`config.mk`:
```
export PLATFORM = sky130hd
export DESIGN_NAME = clocks_meas
export DESIGN_NICKNAME = d
export VERILOG_FILES = /design/src/rtl/clocks_meas.sv
export SDC_FILE = /design/constraint.sdc
export NUM_CORES = 1
export LEC_CHECK = 0
export CAP_MARGIN = 20
export CELL_PAD_IN_SITES_DETAIL_PLACEMENT = 0
export CELL_PAD_IN_SITES_GLOBAL_PLACEMENT = 1
export CORE_UTILIZATION = 24
export DETAILED_ROUTE_END_ITERATION = 12
export PLACE_DENSITY = 0.59
export SLEW_MARGIN = 20
export SYNTH_ARGS = -nofsm -noshare
export SYNTH_HDL_FRONTEND = slang
export SYNTH_SLANG_ARGS = --single-unit
export TNS_END_PERCENT = 100
```
`constraint.sdc`:
```
create_clock -name clk_i -period 4.4 [get_ports clk_i]
set_clock_uncertainty 0.05 [all_clocks]
set_input_delay 0.66 -clock clk_i [delete_from_list [all_inputs] [get_ports clk_i]]
set_output_delay 0.66 -clock clk_i [all_outputs]
set_load 0.005 [all_outputs]
```
`src/rtl/clocks_meas.sv`:
```
// Measures period and high time of NCHAN clock inputs in clk_i ticks.
// Each channel runs its own IDLE/MEAS FSM. A channel with no rising edge for TIMEOUT ticks is flagged as stopped.
module clocks_meas #(
    parameter int unsigned     NCHAN   = 4,
    parameter int unsigned     CW      = 32,
    parameter logic [CW-1:0]   TIMEOUT = {CW{1'b1}}
) (
    input  logic                  clk_i,
    input  logic                  reset_i,
    input  logic [NCHAN-1:0]      clock_i,
    input  logic                  clear_i,
    output logic [NCHAN*CW-1:0]   period_o,
    output logic [NCHAN*CW-1:0]   high_o,
    output logic [NCHAN-1:0]      valid_o,
    output logic [NCHAN-1:0]      timeout_o
);

    typedef enum logic {ST_IDLE, ST_MEAS} state_e;

    state_e              state_q [NCHAN];
    state_e              state_d [NCHAN];
    logic [CW-1:0]       cnt_q   [NCHAN];
    logic [CW-1:0]       cnt_d   [NCHAN];
    logic [CW-1:0]       hcnt_q  [NCHAN];
    logic [CW-1:0]       hcnt_d  [NCHAN];
    logic [CW-1:0]       hlat_q  [NCHAN];
    logic [CW-1:0]       hlat_d  [NCHAN];
    logic [NCHAN-1:0]    hdone_q, hdone_d;
    logic [NCHAN-1:0]    samp_q, samp_d;
    logic [NCHAN-1:0]    prev_q, prev_d;
    logic [NCHAN-1:0]    valid_q, valid_d;
    logic [NCHAN-1:0]    timeout_q, timeout_d;
    logic [NCHAN*CW-1:0] period_q, period_d;
    logic [NCHAN*CW-1:0] high_q, high_d;
    logic [NCHAN-1:0]    rise_c, fall_c;

    assign rise_c = samp_q & ~prev_q;
    assign fall_c = ~samp_q & prev_q;

    // Per-channel next state; clear_i wins over any edge activity
    always_comb begin
        state_d   = state_q;
        cnt_d     = cnt_q;
        hcnt_d    = hcnt_q;
        hlat_d    = hlat_q;
        hdone_d   = hdone_q;
        samp_d    = clock_i;
        prev_d    = samp_q;
        valid_d   = '0;
        timeout_d = timeout_q;
        period_d  = period_q;
        high_d    = high_q;
        for (int unsigned n = 0; n < NCHAN; n++) begin
            if (clear_i) begin
                state_d[n]            = ST_IDLE;
                cnt_d[n]              = '0;
                hcnt_d[n]             = '0;
                hlat_d[n]             = '0;
                hdone_d[n]            = 1'b0;
                timeout_d[n]          = 1'b0;
                period_d[n*CW +: CW]  = '0;
                high_d[n*CW +: CW]    = '0;
            end else begin
                case (state_q[n])
                    ST_IDLE: begin
                        cnt_d[n]  = '0;
                        hcnt_d[n] = '0;
                        if (rise_c[n]) begin
                            state_d[n] = ST_MEAS;
                            cnt_d[n]   = CW'(1);
                            hcnt_d[n]  = CW'(1);
                            hlat_d[n]  = '0;
                            hdone_d[n] = 1'b0;
                        end
                    end
                    ST_MEAS: begin
                        if (rise_c[n]) begin
                            period_d[n*CW +: CW] = cnt_q[n];
                            high_d[n*CW +: CW]   = hlat_q[n];
                            valid_d[n]           = 1'b1;
                            timeout_d[n]         = 1'b0;
                            cnt_d[n]             = CW'(1);
                            hcnt_d[n]            = CW'(1);
                            hlat_d[n]            = '0;
                            hdone_d[n]           = 1'b0;
                        end else if (cnt_q[n] == TIMEOUT) begin
                            period_d[n*CW +: CW] = '0;
                            high_d[n*CW +: CW]   = '0;
                            timeout_d[n]         = 1'b1;
                            state_d[n]           = ST_IDLE;
                            cnt_d[n]             = '0;
                            hcnt_d[n]            = '0;
                        end else begin
                            cnt_d[n] = cnt_q[n] + CW'(1);
                            if (samp_q[n] && !hdone_q[n] && (hcnt_q[n] != TIMEOUT)) begin
                                hcnt_d[n] = hcnt_q[n] + CW'(1);
                            end
                            if (fall_c[n]) begin
                                hlat_d[n]  = hcnt_q[n];
                                hdone_d[n] = 1'b1;
                            end
                        end
                    end
                    default: state_d[n] = ST_IDLE;
                endcase
            end
        end
    end

    always_ff @(posedge clk_i) begin
        if (!reset_i) begin
            for (int unsigned n = 0; n < NCHAN; n++) begin
                state_q[n] <= ST_IDLE;
                cnt_q[n]   <= '0;
                hcnt_q[n]  <= '0;
                hlat_q[n]  <= '0;
            end
            hdone_q   <= '0;
            samp_q    <= '0;
            prev_q    <= '0;
            valid_q   <= '0;
            timeout_q <= '0;
            period_q  <= '0;
            high_q    <= '0;
        end else begin
            state_q   <= state_d;
            cnt_q     <= cnt_d;
            hcnt_q    <= hcnt_d;
            hlat_q    <= hlat_d;
            hdone_q   <= hdone_d;
            samp_q    <= samp_d;
            prev_q    <= prev_d;
            valid_q   <= valid_d;
            timeout_q <= timeout_d;
            period_q  <= period_d;
            high_q    <= high_d;
        end
    end

    assign period_o  = period_q;
    assign high_o    = high_q;
    assign valid_o   = valid_q;
    assign timeout_o = timeout_q;

endmodule
```
==> run_results.csv <==
group,metric,value,unit
outcome,status,"finished clean",
job,maxCapViolCount,0,
hold_path,min_from,"hlat_q[100]",
floorplan,initial_core_util,24.3,%
yosys,synth_top_area_cell,"dfxtp_1",
timing,setup_tns,0,ns
clocking,clk_pin_slew,0.06,ns
detailed_routing,drc,0,
clocking,clock_latency,0.64,ns
global_route,gr-total-overflow,0,
yosys,synth-edff-count,0,
global_route,antenna_found_initial,3,
detailed_routing,wl,76400,um
clocking,ctsRootBufferMaster,"clkbuf_16",
clocking,cts_setup_buffers,0,
detailed_routing,ant_nets,0,
final_layout,utilization,30.8,%
hold_path,worstHoldPathType,"reg -> reg",
placement,io_buffers,270,
clocking,postCtsResizedCells,0,
setup_path,crit_start,"cnt_q[96]",
floorplan,num_rows,119,
timing,min_period,3.19,ns
detailed_routing,via_per_inst,4.93,
setup_path,cp-end-kind,"flip-flop",
setup_path,startpoint_type,"flip-flop",
power,power_density,395,nW/um2
final_layout,layout_commonest_cell,"dfxtp_1",
clocking,cts_tree,"yes",
yosys,netlist_area,25800,um2
yosys,synthTopCellsByArea,"dfxtp_1 (52%), a32o_1 (9.9%), nand4_1 (5.0%)",
global_route,grt_pass1_wl,121000,um
setup_path,reg2regPathDepth,7,
power,ir_drop,239,uV
yosys,synth_area_per_cell,9.52,um2
timing,rsz0062_at_grt,"no",
yosys,synth.top_cell.area_share,51.6,%
clocking,htreeDepth,3,
clocking,clockBufferDepth,3,
floorplan,pin_count,271,
setup_path,r2r_end,"high_o[3]",
detailed_routing,drt_iter0_markers,1369,
yosys,synth_cells,2706,
final_layout,drive_above_1_share,7.93,%
setup_path,reg2reg_from,"cnt_q[96]",
clocking,cts_hold_buf,0,
floorplan,fp.coreArea,106000,um2
setup_path,arrival,3.65,ns
final_layout,fill_cells,11000,
global_route,grt_max_degree,88,
yosys,synth_cell_types,62,
yosys,syn_nets,2721,
yosys,yosys_warnings,0,
placement,gp_congestion,0.757,
floorplan,die_h,330,um
detailed_routing,wl_per_cell,17.6,um
global_route,track_usage,13.8,%
timing,setup_violations,0,
timing,worst_pin_slew,1.00,ns
setup_path,r2r_slack,1.21,ns
setup_path,crit_path_end,"high_o[3]",
setup_path,path_max_fanout,44,
detailed_routing,first_pass_iters,8,
final_layout,fin_nets,2907,
clocking,numCtsBuffers,78,
final_layout,mostFrequentLayoutCells,"dfxtp_1 (664), clkdlybuf4s50_1 (270), a32o_1 (256)",
setup_path,required,4.86,ns
timing,max-slew-margin-rel,32.9,%
timing,fmax,314,MHz
placement,dpl.hpwl,49700,um
floorplan,dieArea,109000,um2
floorplan,die_w,330,um
setup_path,cp_slowest_cell,"a21bo_2",
global_route,grt_pass1_vias,20300,
yosys,ys_seq_area_share,51.6,%
yosys,ys_seq_elements,664,
detailed_routing,dr_total_vias,21400,
final_layout,syn_to_final_growth,26.5,%
yosys,synth_flop_cell,"dfxtp_1",
setup_path,crit_chain,"ha_1 > nand4_1 > nor2_1 > nand4_1 > a21bo_2 > buf_4 > a32o_1",
setup_path,critPathKind,"reg -> reg",
power,leakage,9.98,nW
clocking,cts_sinks,664,
yosys,ys_async_sr_fraction,0,%
timing,hold_viol,0,
timing,finalCritPeriodShare,72.4,%
setup_path,cpMostUsedCell,"nand4_1",
timing,drv_slew,0,
setup_path,slowest_delay,0.61,ns
registers in the layout (all words and copies together) (netlist names):
| name | flops |
|---|---|
| valid_o | 4 |
| state_q | 4 |
| cnt_q | 128 |
| hcnt_q | 128 |
| high_o | 128 |
| prev_d | 4 |
| timeout_o | 4 |
| prev_q | 4 |
| hlat_q | 128 |
| hdone_q | 4 |
| period_o | 128 |
kinds of logic (layout without fill, tap and decap cells):
kind of cell,Yosys count,in the layout,share of synthesized area (%)
mux,3,3,0.117
fa+ha+maj,8,8,0.388
buf+inv,243,489,3.64
flops,664,664,51.6
xor+xnor,140,140,4.76
compound gates,645,645,18.6
simple gates,1003,1003,21.0
other cells,0,1,0
power breakdown:
part           total [mW]  leakage [nW]  switching, mW  internal, mW
Combinational       0.194          3.32          0.157        0.0369
Sequential           6.03          5.35         0.0135          6.02
Clock                6.65          1.31           2.60          4.05
per-layer routing:
| layer | part of all wire, % | wire length (um) | vias to the layer above | global-route usage (%) |
|---|---|---|---|---|
| met5 | 0.010 | 8 | - | 0 |
| met4 | 2.3 | 1730 | 2 | 4.58 |
| met3 | 6.2 | 4720 | 92 | 3.87 |
| met2 | 45 | 34000 | 331 | 21.1 |
| met1 | 47 | 35900 | 10400 | 18.7 |
| li1 | - | - | 10600 | - |
worst max-delay path, delay by kind of cell (launching register included):
kind            cells  cell delay, ns
simple gates        3            1.01
compound gates      2            0.89
flops               1            0.46
buf+inv             1            0.36
fa+ha+maj           1            0.26
area by class of cell:
class	count	area, um2	share of cell area (%)
sequential	664	13300	40.8
inverter	31	116	0.357
timing repair buffer	318	3140	9.62
antenna	1	2.50	0.00768
clock buffer	115	2310	7.10
clock inverter	25	339	1.04
tap	1391	1740	5.34
multi-input combinational	1799	11700	35.8
worst min-delay path by stage:
| stage | cells after the start | endpoint | slack, ns |
|---|---|---|---|
| after CTS | 2 | hlat_q[99] | 0.41 |
| after global routing | 2 | hlat_q[15] | 0.42 |
| after detailed placement | 2 | hlat_q[99] | 0.40 |
| final | 2 | hlat_q[100] | 0.41 |
| after global placement | 2 | hlat_q[98] | 0.40 |
| after floorplan | 2 | hlat_q[0] | 0.39 |
cell usage after synthesis (6+ instances only):
master and n:
a211oi_1 6, buf_2 18, o21ai_0 187, a32o_1 256, buf_1 10, a21oi_1 108, or3_1 64, o31ai_1 43
nand2b_1 8, inv_1 31, dfxtp_1 664, and2_1 24, nand2_1 216, ha_1 8, and4_1 35, xnor2_1 51
and3_1 38, o2111ai_1 7, clkbuf_1 183, o211ai_1 6, nand3b_1 6, xor2_1 89, or2_2 9, nor3_1 23
nor4_1 15, nor2b_1 13, or4_1 43, nand3_1 92, nand4_1 204, nor2_1 189
through the flow:
step | setup slack [ns] | area [um2] | hold WS, ns | power (mW) | std cells
finish | 1.21 | 32600 | 0.407 | 12.9 | 4344
global placement | 1.11 | 29900 | 0.400 | 6.36 | 4203
CTS | 1.17 | 32600 | 0.411 | 13.1 | 4343
global route | 1.01 | 32600 | 0.424 | 13.4 | 4344
floorplan | 2.18 | 25800 | 0.385 | 6.28 | 2706
detailed placement | 1.06 | 29900 | 0.401 | 6.36 | 4203
No activity file was read; power rests on OpenSTA's default activity.
==> RTL edit: new RTL, same flow settings <==
The parameter `CW` goes from 32 to 16.
--- a/src/rtl/clocks_meas.sv
+++ b/src/rtl/clocks_meas.sv
@@ -4,3 +4,3 @@
     parameter int unsigned     NCHAN   = 4,
-    parameter int unsigned     CW      = 32,
+    parameter int unsigned     CW      = 16,
     parameter logic [CW-1:0]   TIMEOUT = {CW{1'b1}}
Interface: changed (resized high_o and period_o); port bits go from 271 to 143. The function was not compared with the original's and may differ.
==> RTL edit against the original RTL <==
- total power down 48%
- worst setup slack improved by 440 ps
- utilization is 0.069 points higher
- die area shrank 50%
- sequential cell count down 320
- sequential share of layout area increased by 1.7 points
- routed wire length shrank 59%
- cell area is 50% lower
- cell count decreased by 50%
- synthesized area fell by 51%
- largest cell class unchanged
==> RTL edit: results (changes against the original RTL) <==
- DP Area: 0.01486 sq mm (was 0.02995 sq mm)
- Clk_lat worst skew: 550 ps (was 640 ps)
- Met3 GRT Util: 2.843% (was 3.873%)
- CTS buffer count: 41 (was 78)
- Critical path peak fanout: 26 (was 44)
- Share of cells above drive strength 1: 6.680% (was 7.927%)
- Antenna fix cells: 0 (was 1)
- Arrival time of the worst setup path: 3180 ps (was 3650 ps)
- Peak supply drop: 244.2 uV (was 238.5 uV)
- Routability cong.: 0.7379 (was 0.7570)
- DP HPWL: 21,150 microns (was 49,660 microns)
- Nets: 1,471 (was 2,907)
- Sequential share of the synthesized area: 54.05% (was 51.58%)
- P_leak: 5.239 nW (was 9.976 nW)
- Min-delay src: hdone_q[3]$_SDFFE_PP0P_ (was hlat_q[100]$_SDFFE_PP0P_)
- Syn Nets: 1,349 (was 2,721)
- Worst r2r src: cnt_q[0]$_SDFF_PP0_ (was cnt_q[96]$_SDFF_PP0_)
- First-pass GRT wire length: 51,180 microns (was 121,100 microns)
- Met3 WL: 1592 microns (was 4717 microns)
- Vias: 9,854 (was 21,399)
- Worst-margin pin slew: 939.4 ps (was 1005 ps)
- Ranking of synthesized cells by area: dfxtp_1 (54%), a22o_1 (8.7%), nand3_1 (4.6%) (was dfxtp_1 (52%), a32o_1 (9.9%), nand4_1 (5.0%))
- DR WL/cell: 14.60 microns (was 17.59 microns)
- WHS: 397.9 ps (was 407.4 ps)
- FILL cells: 5,493 (was 11,026)
- Initial antenna violation count: 1 (was 3)
- CP startpoint: reset_i (was cnt_q[96]$_SDFF_PP0_)
- Distinct cells, synth: 59 (was 62)
- Outcome: finished clean (unchanged)
[RTL edit: cells by family (layout without fill, tap and decap cells)]
| group | after synthesis | after routing | synth area share (%) |
|---|---|---|---|
| and+or+nand+nor | 505 | 505 | 19.74 |
| DFF | 344 | 344 | 54.05 |
| AOI/OAI and AO/OA | 291 | 291 | 16.24 |
| buffers and inverters | 97 | 245 | 3.044 |
| xor gates and xnor gates | 88 | 88 | 6.049 |
| adders and majority gates | 8 | 8 | 0.7857 |
| muxes | 1 | 1 | 0.08838 |
[RTL edit: cell type report]
class                   instances  share of cell area, %
flip-flops and latches        344                  42.46
multi-input cells             893                  33.92
repair buffers                163                  9.781
clock buffers                  53                  6.726
well taps                     688                  5.307
clock inverters                16                  1.504
inverters                      13                 0.3008
[RTL edit: power by group]
part	switching, mW	internal [mW]
combinational	0.0804	0.0284
clock	1.31	2.09
sequential	0.0102	3.12
[RTL edit: path summary, 6_finish.rpt]
path,to,cells past startpoint
setup / recovery,period_o[27]$_SDFFE_PP0P_,6
hold / removal,hdone_q[3]$_SDFFE_PP0P_,2
setup reg to reg,period_o[53]$_SDFFE_PP0P_,7
hold reg to reg,hdone_q[3]$_SDFFE_PP0P_,2
[RTL edit: through the flow]
stage | total power [mW] | cells | worst slack [ps] | util [%]
floorplan | 3.269 | 1334 | 2136 | -
global placement | 3.312 | 2100 | 1039 | 28.28
detailed placement | 3.312 | 2100 | 1044 | 28.28
CTS | 6.780 | 2169 | 1545 | 30.82
global route | 6.892 | 2170 | 1439 | 30.87
finish | 6.650 | 2170 | 1653 | 30.87
[RTL edit: critical path: stages]
cell and delay, ps:
clkdlybuf4s50_1 460, buf_4 170, nor2b_4 630, and3_1 720, buf_4 350, a22o_1 170
